File: config.mk
export PLATFORM = sky130hd
export DESIGN_NAME = fp_addsub_special_pipe
export DESIGN_NICKNAME = d
export VERILOG_FILES = /design/src/rtl/fp_addsub_pkg.sv /design/src/rtl/fp_classify.sv /design/src/rtl/fp_addsub_special_pipe.sv
export SDC_FILE = /design/constraint.sdc
export NUM_CORES = 1
export LEC_CHECK = 0
export CAP_MARGIN = 20
export CELL_PAD_IN_SITES_DETAIL_PLACEMENT = 0
export CELL_PAD_IN_SITES_GLOBAL_PLACEMENT = 1
export CORE_MARGIN = 2
export CORE_UTILIZATION = 44
export CTS_BUF_LIST = sky130_fd_sc_hd__clkbuf_2
export DETAILED_ROUTE_END_ITERATION = 12
export HOLD_SLACK_MARGIN = 0.03
export PLACE_DENSITY = 0.9
export SKIP_CTS_REPAIR_TIMING = 1
export SLEW_MARGIN = 20
export SYNTH_ARGS = -nofsm -noshare
export SYNTH_HDL_FRONTEND = slang
export SYNTH_SLANG_ARGS = --single-unit
File: constraint.sdc
create_clock -name clk -period 9.8 [get_ports clk]
set_input_delay 1.96 -clock clk [delete_from_list [all_inputs] [get_ports clk]]
set_output_delay 1.96 -clock clk [all_outputs]
set_load 0.05 [all_outputs]
File: src/rtl/fp_addsub_pkg.sv
// fp_addsub_pkg: operand classes, special-value builders and exception-flag indices for the FP add/sub special-case pipe
package fp_addsub_pkg;
  typedef enum logic [1:0] {ZERO = 2'd0, INF = 2'd1, NAN = 2'd2, NORM = 2'd3} fp_class_t;
  localparam int FLAG_NAN_IN = 0;
  localparam int FLAG_INFINITE = 1;
  localparam int FLAG_INVALID = 2;
  function automatic logic [127:0] canon_nan(input int exp_w, input int man_w);
    return (128'd1 << (exp_w + man_w)) - 128'd1;
  endfunction
  function automatic logic [127:0] signed_inf(input logic s, input int exp_w, input int man_w);
    return ({127'd0, s} << (exp_w + man_w)) | (((128'd1 << exp_w) - 128'd1) << man_w);
  endfunction
endpackage

File: src/rtl/fp_classify.sv
// fp_classify: combinational ZERO/INF/NAN/NORM classifier; x = {exponent, mantissa} (sign excluded), cls = class
module fp_classify
  import fp_addsub_pkg::*;
#(
  parameter int EXP_W = 8,
  parameter int MAN_W = 23,
  parameter int FTZ = 1
) (
  input  logic [EXP_W+MAN_W-1:0] x,
  output fp_class_t              cls
);
  logic [EXP_W-1:0] e;
  logic [MAN_W-1:0] m;
  assign e = x[MAN_W+:EXP_W];
  assign m = x[MAN_W-1:0];
  assign cls = &e ? (|m ? NAN : INF) : (e == '0 && (FTZ != 0 || m == '0)) ? ZERO : NORM;
endmodule

File: src/rtl/fp_addsub_special_pipe.sv
// fp_addsub_special_pipe: pipelined add/sub special-case resolver merged with the datapath core result
// Ports: clk/rst (sync, active-high); in_valid/in_ready/op_sub/a/b operand side; pipe_en shared core advance;
// core_result from the core for the tail entry; out_valid/out_ready/result output side.
// Define FP_ADDSUB_EXC_FLAGS_EN to add exc_flags[2:0] = {invalid, infinite, nan_in}.
module fp_addsub_special_pipe
  import fp_addsub_pkg::*;
#(
  parameter int EXP_W = 8,
  parameter int MAN_W = 23,
  parameter int CORE_LAT = 3,
  parameter int FTZ = 1,
  localparam int W = 1 + EXP_W + MAN_W
) (
  input  logic         clk,
  input  logic         rst,
  input  logic         in_valid,
  output logic         in_ready,
  input  logic         op_sub,
  input  logic [W-1:0] a,
  input  logic [W-1:0] b,
  output logic         pipe_en,
  input  logic [W-1:0] core_result,
  output logic         out_valid,
  input  logic         out_ready,
  output logic [W-1:0] result
`ifdef FP_ADDSUB_EXC_FLAGS_EN
  ,
  output logic [2:0]   exc_flags
`endif
);
  localparam logic [W-1:0] NAN_V = W'(canon_nan(EXP_W, MAN_W));
  localparam logic [W-1:0] INF_P = W'(signed_inf(1'b0, EXP_W, MAN_W));
  localparam logic [W-1:0] INF_N = W'(signed_inf(1'b1, EXP_W, MAN_W));
  logic acc, sa, sb, hit_in;
  logic [W-1:0] b_eff, val_in;
  fp_class_t ca, cb;
  logic [CORE_LAT-1:0] v_q, hit_q;
  logic [W-1:0] val_q [CORE_LAT];
  // reset forces the advance so the consumer never sees a stalled pipe while it is being cleared
  assign pipe_en = rst | ~(out_valid & ~out_ready);
  assign in_ready = pipe_en;
  assign acc = in_valid & in_ready;
  assign b_eff = {b[W-1] ^ op_sub, b[W-2:0]};
  assign sa = a[W-1];
  assign sb = b_eff[W-1];
  fp_classify #(.EXP_W(EXP_W), .MAN_W(MAN_W), .FTZ(FTZ)) u_cls_a (.x(a[W-2:0]), .cls(ca));
  fp_classify #(.EXP_W(EXP_W), .MAN_W(MAN_W), .FTZ(FTZ)) u_cls_b (.x(b_eff[W-2:0]), .cls(cb));
  always_comb begin
    hit_in = 1'b1;
    val_in = '0;
    if (ca == NAN || cb == NAN) val_in = NAN_V;
    else if (ca == INF && cb == INF) val_in = (sa != sb) ? NAN_V : (sa ? INF_N : INF_P);
    else if (ca == INF) val_in = sa ? INF_N : INF_P;
    else if (cb == INF) val_in = sb ? INF_N : INF_P;
    else if (ca == ZERO && cb == ZERO) val_in = {sa & sb, {(W-1){1'b0}}};
    else if (ca == ZERO) val_in = b_eff;
    else if (cb == ZERO) val_in = a;
    else hit_in = 1'b0;
  end
`ifdef FP_ADDSUB_EXC_FLAGS_EN
  logic [2:0] flg_in;
  logic [2:0] flg_q [CORE_LAT];
  assign flg_in[FLAG_NAN_IN] = ca == NAN || cb == NAN;
  assign flg_in[FLAG_INVALID] = !flg_in[FLAG_NAN_IN] && ca == INF && cb == INF && sa != sb;
  assign flg_in[FLAG_INFINITE] = !flg_in[FLAG_NAN_IN] && !flg_in[FLAG_INVALID] && (ca == INF || cb == INF);
`endif
  always_ff @(posedge clk) begin
    if (rst) begin
      v_q <= '0;
      out_valid <= 1'b0;
      result <= '0;
`ifdef FP_ADDSUB_EXC_FLAGS_EN
      exc_flags <= '0;
`endif
    end else if (pipe_en) begin
      v_q[0] <= acc;
      hit_q[0] <= hit_in;
      val_q[0] <= val_in;
      for (int i = 1; i < CORE_LAT; i++) begin
        v_q[i] <= v_q[i-1];
        hit_q[i] <= hit_q[i-1];
        val_q[i] <= val_q[i-1];
      end
      out_valid <= v_q[CORE_LAT-1];
      result <= hit_q[CORE_LAT-1] ? val_q[CORE_LAT-1] : core_result;
`ifdef FP_ADDSUB_EXC_FLAGS_EN
      flg_q[0] <= flg_in;
      for (int i = 1; i < CORE_LAT; i++) flg_q[i] <= flg_q[i-1];
      exc_flags <= flg_q[CORE_LAT-1];
`endif
    end
  end
endmodule
# Word-level counts from Yosys, hierarchy flattened

Memory sizes are Yosys's and may differ from the RTL's.
Index checks and enable logic that the tools add are counted.

Eq/ne operators: 5
Multiplexer cells: 21
Bitwise operators: 8
Reduce and logical (&&, ||, !) cells: 13

Operators by type and width:

| cell                 | count |
|---|---|
| $mux W32             | 11 |
| $reduce_or A23 Y1    | 2 |
| $logic_not A8 Y1     | 2 |
| $reduce_and A8 Y1    | 2 |
| $mux W2              | 6 |
| $reduce_or A6 Y1     | 1 |
| $eq A2 B1 Y1 const B | 2 |
| $eq A2 B2 Y1 const B | 2 |
| $logic_not A2 Y1     | 2 |
| $mux W1              | 4 |
| $and A1 B1 Y1        | 3 |
| $not A1 Y1           | 3 |
| $logic_and A1 B1 Y1  | 2 |
| $reduce_and A2 Y1    | 1 |
| $logic_or A1 B1 Y1   | 1 |
| $ne A1 B1 Y1         | 1 |
| $or A1 B1 Y1         | 1 |
| $xor A1 B1 Y1        | 1 |

Register bits after elaboration: 39
RAM bits: 96
Input port bits: 101
Output and inout port bits: 35
Logic and storage cells: 53
Memories kept: 1

Memory list:

| memory | words | width | rd ports | clocked after Yosys merged registers in | wr ports | line                         | text |
|---|---|---|---|---|---|---|---|
| val_q  | 3     | 32    | 3        | 0                                       | 3        | fp_addsub_special_pipe.sv:38 | `logic [W-1:0] val_q [CORE_LAT];` |

# Logic depth before layout (Yosys ltp)

Gate-level depths: netlist of the first run.

Depth after elaboration: 11
Depth in mapped cells: 6
Mapped depth without buffers: 6

# By module

A second synthesis of the first run with hierarchy kept.

Cells, all modules: 399
Area total of the unflattened synthesis: 5397.7 um^2

By module, submodules not included:

| module                 | times used | cells an instance | area each (um^2) | sequential area each (um^2) |
|---|---|---|---|---|
| fp_addsub_special_pipe | 1          | 367               | 5192.5           | 3693.5 |
| fp_classify            | 2          | 16                | 102.6            | 0.0 |

# Worst setup path before layout of the first run

OpenSTA, ideal clock, no wires.

Kind: input -> register
Start: in rst
End: reg hit_q[0] (enable)
Library setup time: 0.557 ns
Arrival: 6.500 ns
Required time: 9.243 ns
Slack: 2.743 ns
Cell stages on the path: 3
Path buffers: 2
Path through: clkbuf_1 -> clkbuf_1 -> nor2_1

Word-level cells in the longest chain between the ends: 2
Elaborated cells on any way between the ends: 3
Those cells by class: bitwise (2); reduce/logical (1)

Ends and longest elaborated chain:

| element                                           | line                         | text |
|---|---|---|
| start, declared                                   | fp_addsub_special_pipe.sv:15 | `input logic rst,` |
| $or A1 B1 Y1 / $not A1 Y1 (equally long branches) | n/a                          |  |
| $reduce_and A2 Y1 (no source line) (*)            | n/a                          |  |
| end signal, assigned                              | fp_addsub_special_pipe.sv:77 | `hit_q[0] <= hit_in;` |
| end signal, assigned by index                     | fp_addsub_special_pipe.sv:81 | `hit_q[i] <= hit_q[i-1];` |
| end, declared                                     | fp_addsub_special_pipe.sv:37 | `logic [CORE_LAT-1:0] v_q, hit_q;` |

Mark *: on every way between the ends. The rest lies on a longest branch, timed or not.
A chain may end at the register's enable or synchronous reset.

# Final worst setup path of the first run

Start: in rst
End: out in_ready

Word-level cells in the longest chain between the ends: 1

Ends and longest elaborated chain:

| element       | line                         | text |
|---|---|---|
| $or A1 B1 Y1  | fp_addsub_special_pipe.sv:40 | `assign pipe_en = rst \| ~(out_valid & ~out_ready);` |
| end, declared | fp_addsub_special_pipe.sv:17 | `output logic in_ready,` |

Every way passes these cells.

==> qor.yml, run 1 <==
sta:
  tns_ps: 0
  setup_ws_ps: 4050
  fin_skew_ps: 23.3
  finalHoldViolations: 0
  worstMarginPinSlew_ps: 988
  slew_viol_final: 0
  fin_crit_sh_pct: 58.6
  rsz0062_at_grt: "no"
  period_needed_ps: 5750
  slew_headroom_pct: 34.2
  max_freq_ghz: 0.174
  setup_viol: 0
finish:
  nFillCells: 943
  final_cell_mix: "135 x clkdlybuf4s50_1, 99 x edfxtp_1, 55 x nor2_1, 36 x dfxtp_1, 33 x a211oi_1"
  synthToLayoutAreaGrowth_pct: 30.8
  final_common_cell: "clkdlybuf4s50_1"
  drive_gt1_share_pct: 8.85
  final_nets: 620
  antenna_cells: 0
clocking:
  cts_made_buffers: 17
  clk_pin_slew_ps: 170
  cts_tree: "built"
  clock_latency_ps: 610
  cts.sinks: 135
  cts-root-buf: "clkbuf_2"
  cts_max_path_buffers: 2
  cts_htree_levels: 4
yosys:
  yosysSeqAreaShare_pct: 68.9
  synth_edf_count: 99
  async_flop_share_pct: 0
  synth_flop_cell: "edfxtp_1"
  synth-seq-cells: 135
  ys_warn_count: 0
  synth_area_um2: 5360
  synth_nets: 486
  synth_cell_types: 34
  avgSynthCellArea_um2: 14.0
  netlist_instances: 384
power:
  leakagePower_nw: 2.77
  p_per_area_nw_per_um2: 152
  ir_drop_mv: 0.0559
floorplan:
  io_pins: 136
  start_util_pct: 44.8
  core_um2: 12000
  die_w_um: 114
  dieArea_um2: 13100
  die_y_um: 114
  rows: 40
worst_setup_path:
  cp.arrival_ps: 3790
  crit_buf_inv: 3
  rr_startpoint: "out_valid"
  r2r_setup_slack_ps: 8050
  crit_type: "in2out"
  slowest_stage: "clkdlybuf4s50_1"
  r2r_cells: 3
  r2r-end: "val_q[0][42]"
  slowest_delay_ps: 800
  end_kind: "output port"
  path_delay_family: "buffers and inverters"
  worstPathMaxFanout: 38
  cp-start-kind: "primary input"
  cp_common_cell: "clkdlybuf4s50_1"
  required_ps: 7840
  crit_chain: "clkdlybuf4s50_1, buf_4, nand2b_1, clkdlybuf4s50_1"
routing:
  ant_nets: 0
  via_per_inst: 5.17
  drt-total-wl_um: 10200
  drt_iter0_drc: 245
  dr_total_vias: 3507
  drc: 0
  routedWlPerCell_um: 15.0
  dr.pass1.iters: 4
run:
  max_cap_viol_count: 0
global_routing:
  grt_overflow: 0
  grt_pass1_vias: 3477
  antenna_found_initial: 0
  grt_use_total_pct: 15.9
  grt_first_pass_wirelength_um: 16300
  grt_start_max_net_pins: 100
worst_hold_path:
  hp-class: "reg2reg"
  worstHoldStart: "val_q[0][20]"
  hold_path_end: "val_q[0][52]"
  whs_path_depth: 0
placed_design:
  dpl_worst_slack_ps: 4060
  io_buffer_count: 135
  dp_hpwl_um: 7410
  place_congestion: 0.772
status:
  status: "finished clean"
how the worst max path moves through the flow:
| stage | from | to | slack, ps | cells after the start |
|---|---|---|---|---|
| 3_3_place_gp | rst | in_ready | 4060 | 4 |
| 3_5_place_dp | rst | in_ready | 4060 | 4 |
| 6_report | rst | in_ready | 4050 | 4 |
| 2_1_floorplan | rst | hit_q[0] | 2740 | 3 |
| 5_1_grt | rst | in_ready | 3980 | 4 |
| 4_1_cts | rst | in_ready | 4050 | 4 |
cell usage after synthesis (all sizes together) (2+ instances only):
| master | n | area share (%) |
|---|---|---|
| a211oi | 33 | 4.6 |
| a21o | 23 | 3.2 |
| a21oi | 5 | 0.47 |
| a221oi | 2 | 0.56 |
| a22o | 23 | 3.8 |
| buf | 11 | 1.2 |
| clkbuf | 14 | 0.98 |
| dfxtp | 36 | 13 |
| edfxtp | 99 | 55 |
| inv | 2 | 0.14 |
| mux2i | 32 | 6.0 |
| nand2 | 8 | 0.56 |
| nand2b | 3 | 0.35 |
| nand4 | 6 | 0.70 |
| nor2 | 57 | 4.1 |
| nor3 | 3 | 0.28 |
| nor4 | 13 | 1.9 |
| or2 | 2 | 0.23 |
| or4 | 3 | 0.56 |
registers in the layout (all words and copies together) (netlist names):
name and flops:
out_valid 1, v_q 3, result 32, hit_q 3, val_q 96
routing by layer:
layer	vias up	part of all wire [%]	GRT usage, %	wire length, µm
li1	1761	-	-	-
met1	1619	43	19.6	4360
met2	115	51	26.5	5150
met3	12	5.2	4.82	528
met4	0	1.4	5.85	147
met5	-	0	0	0
cell families after synthesis:
family | synth area share, %
compound gates | 13.5
buf+inv | 2.29
mux | 5.97
xor+xnor | 0.163
simple gates | 9.00
flops | 68.9
fa+ha+maj | 0.233
through the flow:
| step | util, % | hold WS [ps] | std cells | area (µm²) | total power [mW] |
|---|---|---|---|---|---|
| finish | 58.7 | 427 | 678 | 7020 | 1.07 |
| global route | 58.7 | 431 | 678 | 7020 | 1.11 |
| CTS | 58.6 | 430 | 678 | 7010 | 1.08 |
| detailed placement | 57.1 | 405 | 646 | 6830 | 0.820 |
| global placement | 57.1 | 402 | 646 | 6830 | 0.817 |
| floorplan | - | 400 | 384 | 5360 | 0.745 |
power by group:
group / internal, mW / switching (mW) / leakage [nW]
clock network: 0.0925 / 0.167 / 0.138
logic: 0.0679 / 0.0762 / 1.34
registers: 0.650 / 0.0124 / 1.29
total: 0.810 / 0.256 / 2.77
cell type report:
| class | instances | area [µm²] | area share (%) |
|---|---|---|---|
| clock buffers | 23 | 115 | 1.64 |
| clock inverters | 9 | 61.3 | 0.874 |
| inverters | 2 | 7.51 | 0.107 |
| multi-input cells | 222 | 1560 | 22.3 |
| flip-flops and latches | 135 | 3690 | 52.6 |
| well taps | 147 | 184 | 2.62 |
| repair buffers | 140 | 1390 | 19.8 |
No activity file was read; power rests on OpenSTA's default activity.
==> run 2, diff against run 1 <==
- CORE_UTILIZATION: 44 -> 37
- PLACE_DENSITY: 0.9 -> 0.81
- clock period: 9.8 -> 4.9 ns (I/O delays scaled with it)
==> qor.yml, run 2 (synthesis gave the netlist of run 1 again) <==
placed_design:
  io_buffer_count: 135
  dpl_cell_area_um2: 6900
  place_congestion: 0.800
  dp_hpwl_um: 7630
  dp_cells: 684
  dpl_worst_slack_ps: 1230
routing:
  dr_total_vias: 3537
  drt-total-wl_um: 10700
  drc: 0
  via_per_inst: 4.93
  ant_nets: 0
  drt_iter0_drc: 222
  routedWlPerCell_um: 14.9
  dr.pass1.iters: 6
global_routing:
  grt_overflow: 0
  grt_pass1_vias: 3463
  grt_use_total_pct: 14.1
  grt_start_max_net_pins: 100
  antenna_found_initial: 1
  grt_first_pass_wirelength_um: 17400
worst_setup_path:
  crit_type: "in2out"
  worstPathMaxFanout: 6
  end_kind: "output port"
  required_ps: 3920
  rr_startpoint: "out_valid"
  cp.arrival_ps: 2680
  startpoint: "out_ready"
  cp-start-kind: "primary input"
clocking:
  cts_tree: "built"
  cts_htree_levels: 4
  clock_latency_ps: 640
  clk_pin_slew_ps: 190
  cts-root-buf: "clkbuf_2"
  cts.sinks: 135
  cts_max_path_buffers: 2
  cts_made_buffers: 17
floorplan:
  rows: 44
  dieArea_um2: 15500
  io_pins: 136
  start_util_pct: 37.3
  die_w_um: 124
  die_y_um: 124
  core_um2: 14400
sta:
  finalHoldViolations: 0
  fin_skew_ps: 23.2
  setup_ws_ps: 1240
  fin_crit_sh_pct: 74.6
  whs_ps: 440
  tns_ps: 0
  setup_viol: 0
  slew_headroom_pct: 33.8
  period_needed_ps: 3660
  max_freq_ghz: 0.273
  worstMarginPinSlew_ps: 992
  slew_viol_final: 0
  rsz0062_at_grt: "no"
finish:
  largest_register_ffs: 96
  instances_no_fill: 717
  fin_area_um2: 7190
  final_cell_mix: "135 x clkdlybuf4s50_1, 99 x edfxtp_1, 55 x nor2_1, 36 x dfxtp_1, 33 x a211oi_1"
  synthToLayoutAreaGrowth_pct: 34.0
  top_regs: "val_q (96), result (32)"
  nFillCells: 1196
  final_nets: 621
  largest_register: "val_q"
  drive_gt1_share_pct: 9.21
  final_common_cell: "clkdlybuf4s50_1"
power:
  ir_drop_mv: 0.121
  p_per_area_nw_per_um2: 328
  leakagePower_nw: 2.79
status:
  status: "finished clean"
worst_hold_path:
  worstHoldStart: "val_q[0][32]"
  hp-class: "reg2reg"
run:
  max_cap_viol_count: 0
[run 2: path summary, 6_finish.rpt]
path | depth (start not counted) | to | slack [ps]
max | 4 | in_ready | 1240
min | 0 | val_q[0][64] | 440
max reg2reg | 4 | result[8] | 3290
min reg2reg | 0 | val_q[0][64] | 440
[run 2: worst max-delay path, cell delays in order]
cell and delay (ps):
clkdlybuf4s50_1 410, nor2b_1 420, nand2b_1 140, clkdlybuf4s50_1 730
[run 2: layout make-up]
type	count	area, µm²	share of cell area [%]
Inverter	2	7.51	0.104
Tap cell	184	230	3.20
Clock buffer	17	85.1	1.18
Timing Repair Buffer	141	1410	19.6
Sequential cell	135	3690	51.4
Clock inverter	15	200	2.79
Antenna cell	1	2.50	0.0348
Multi-Input combinational cell	222	1560	21.7
[run 2: layer usage]
metal | wire, µm | vias to the layer above | GRT usage [%]
met5 | 0 | - | 0
met4 | 169 | 0 | 5.95
met3 | 422 | 11 | 3.39
met2 | 5210 | 104 | 22.3
met1 | 4910 | 1667 | 18.8
li1 | - | 1755 | -
[run 2: report_power, final]
part / total, mW / internal, mW / switching [mW]
Clock: 0.742 / 0.339 / 0.404
Combinational: 0.290 / 0.137 / 0.153
Sequential: 1.32 / 1.30 / 0.0246
Total: 2.36 / 1.77 / 0.582
[run 2: through the flow]
stage / utilization [%] / power [mW]
2_1_floorplan: - / 1.49
3_3_place_gp: 48.0 / 1.64
3_5_place_dp: 48.0 / 1.64
4_1_cts: 50.0 / 2.38
5_1_grt: 50.0 / 2.45
6_report: 50.0 / 2.36
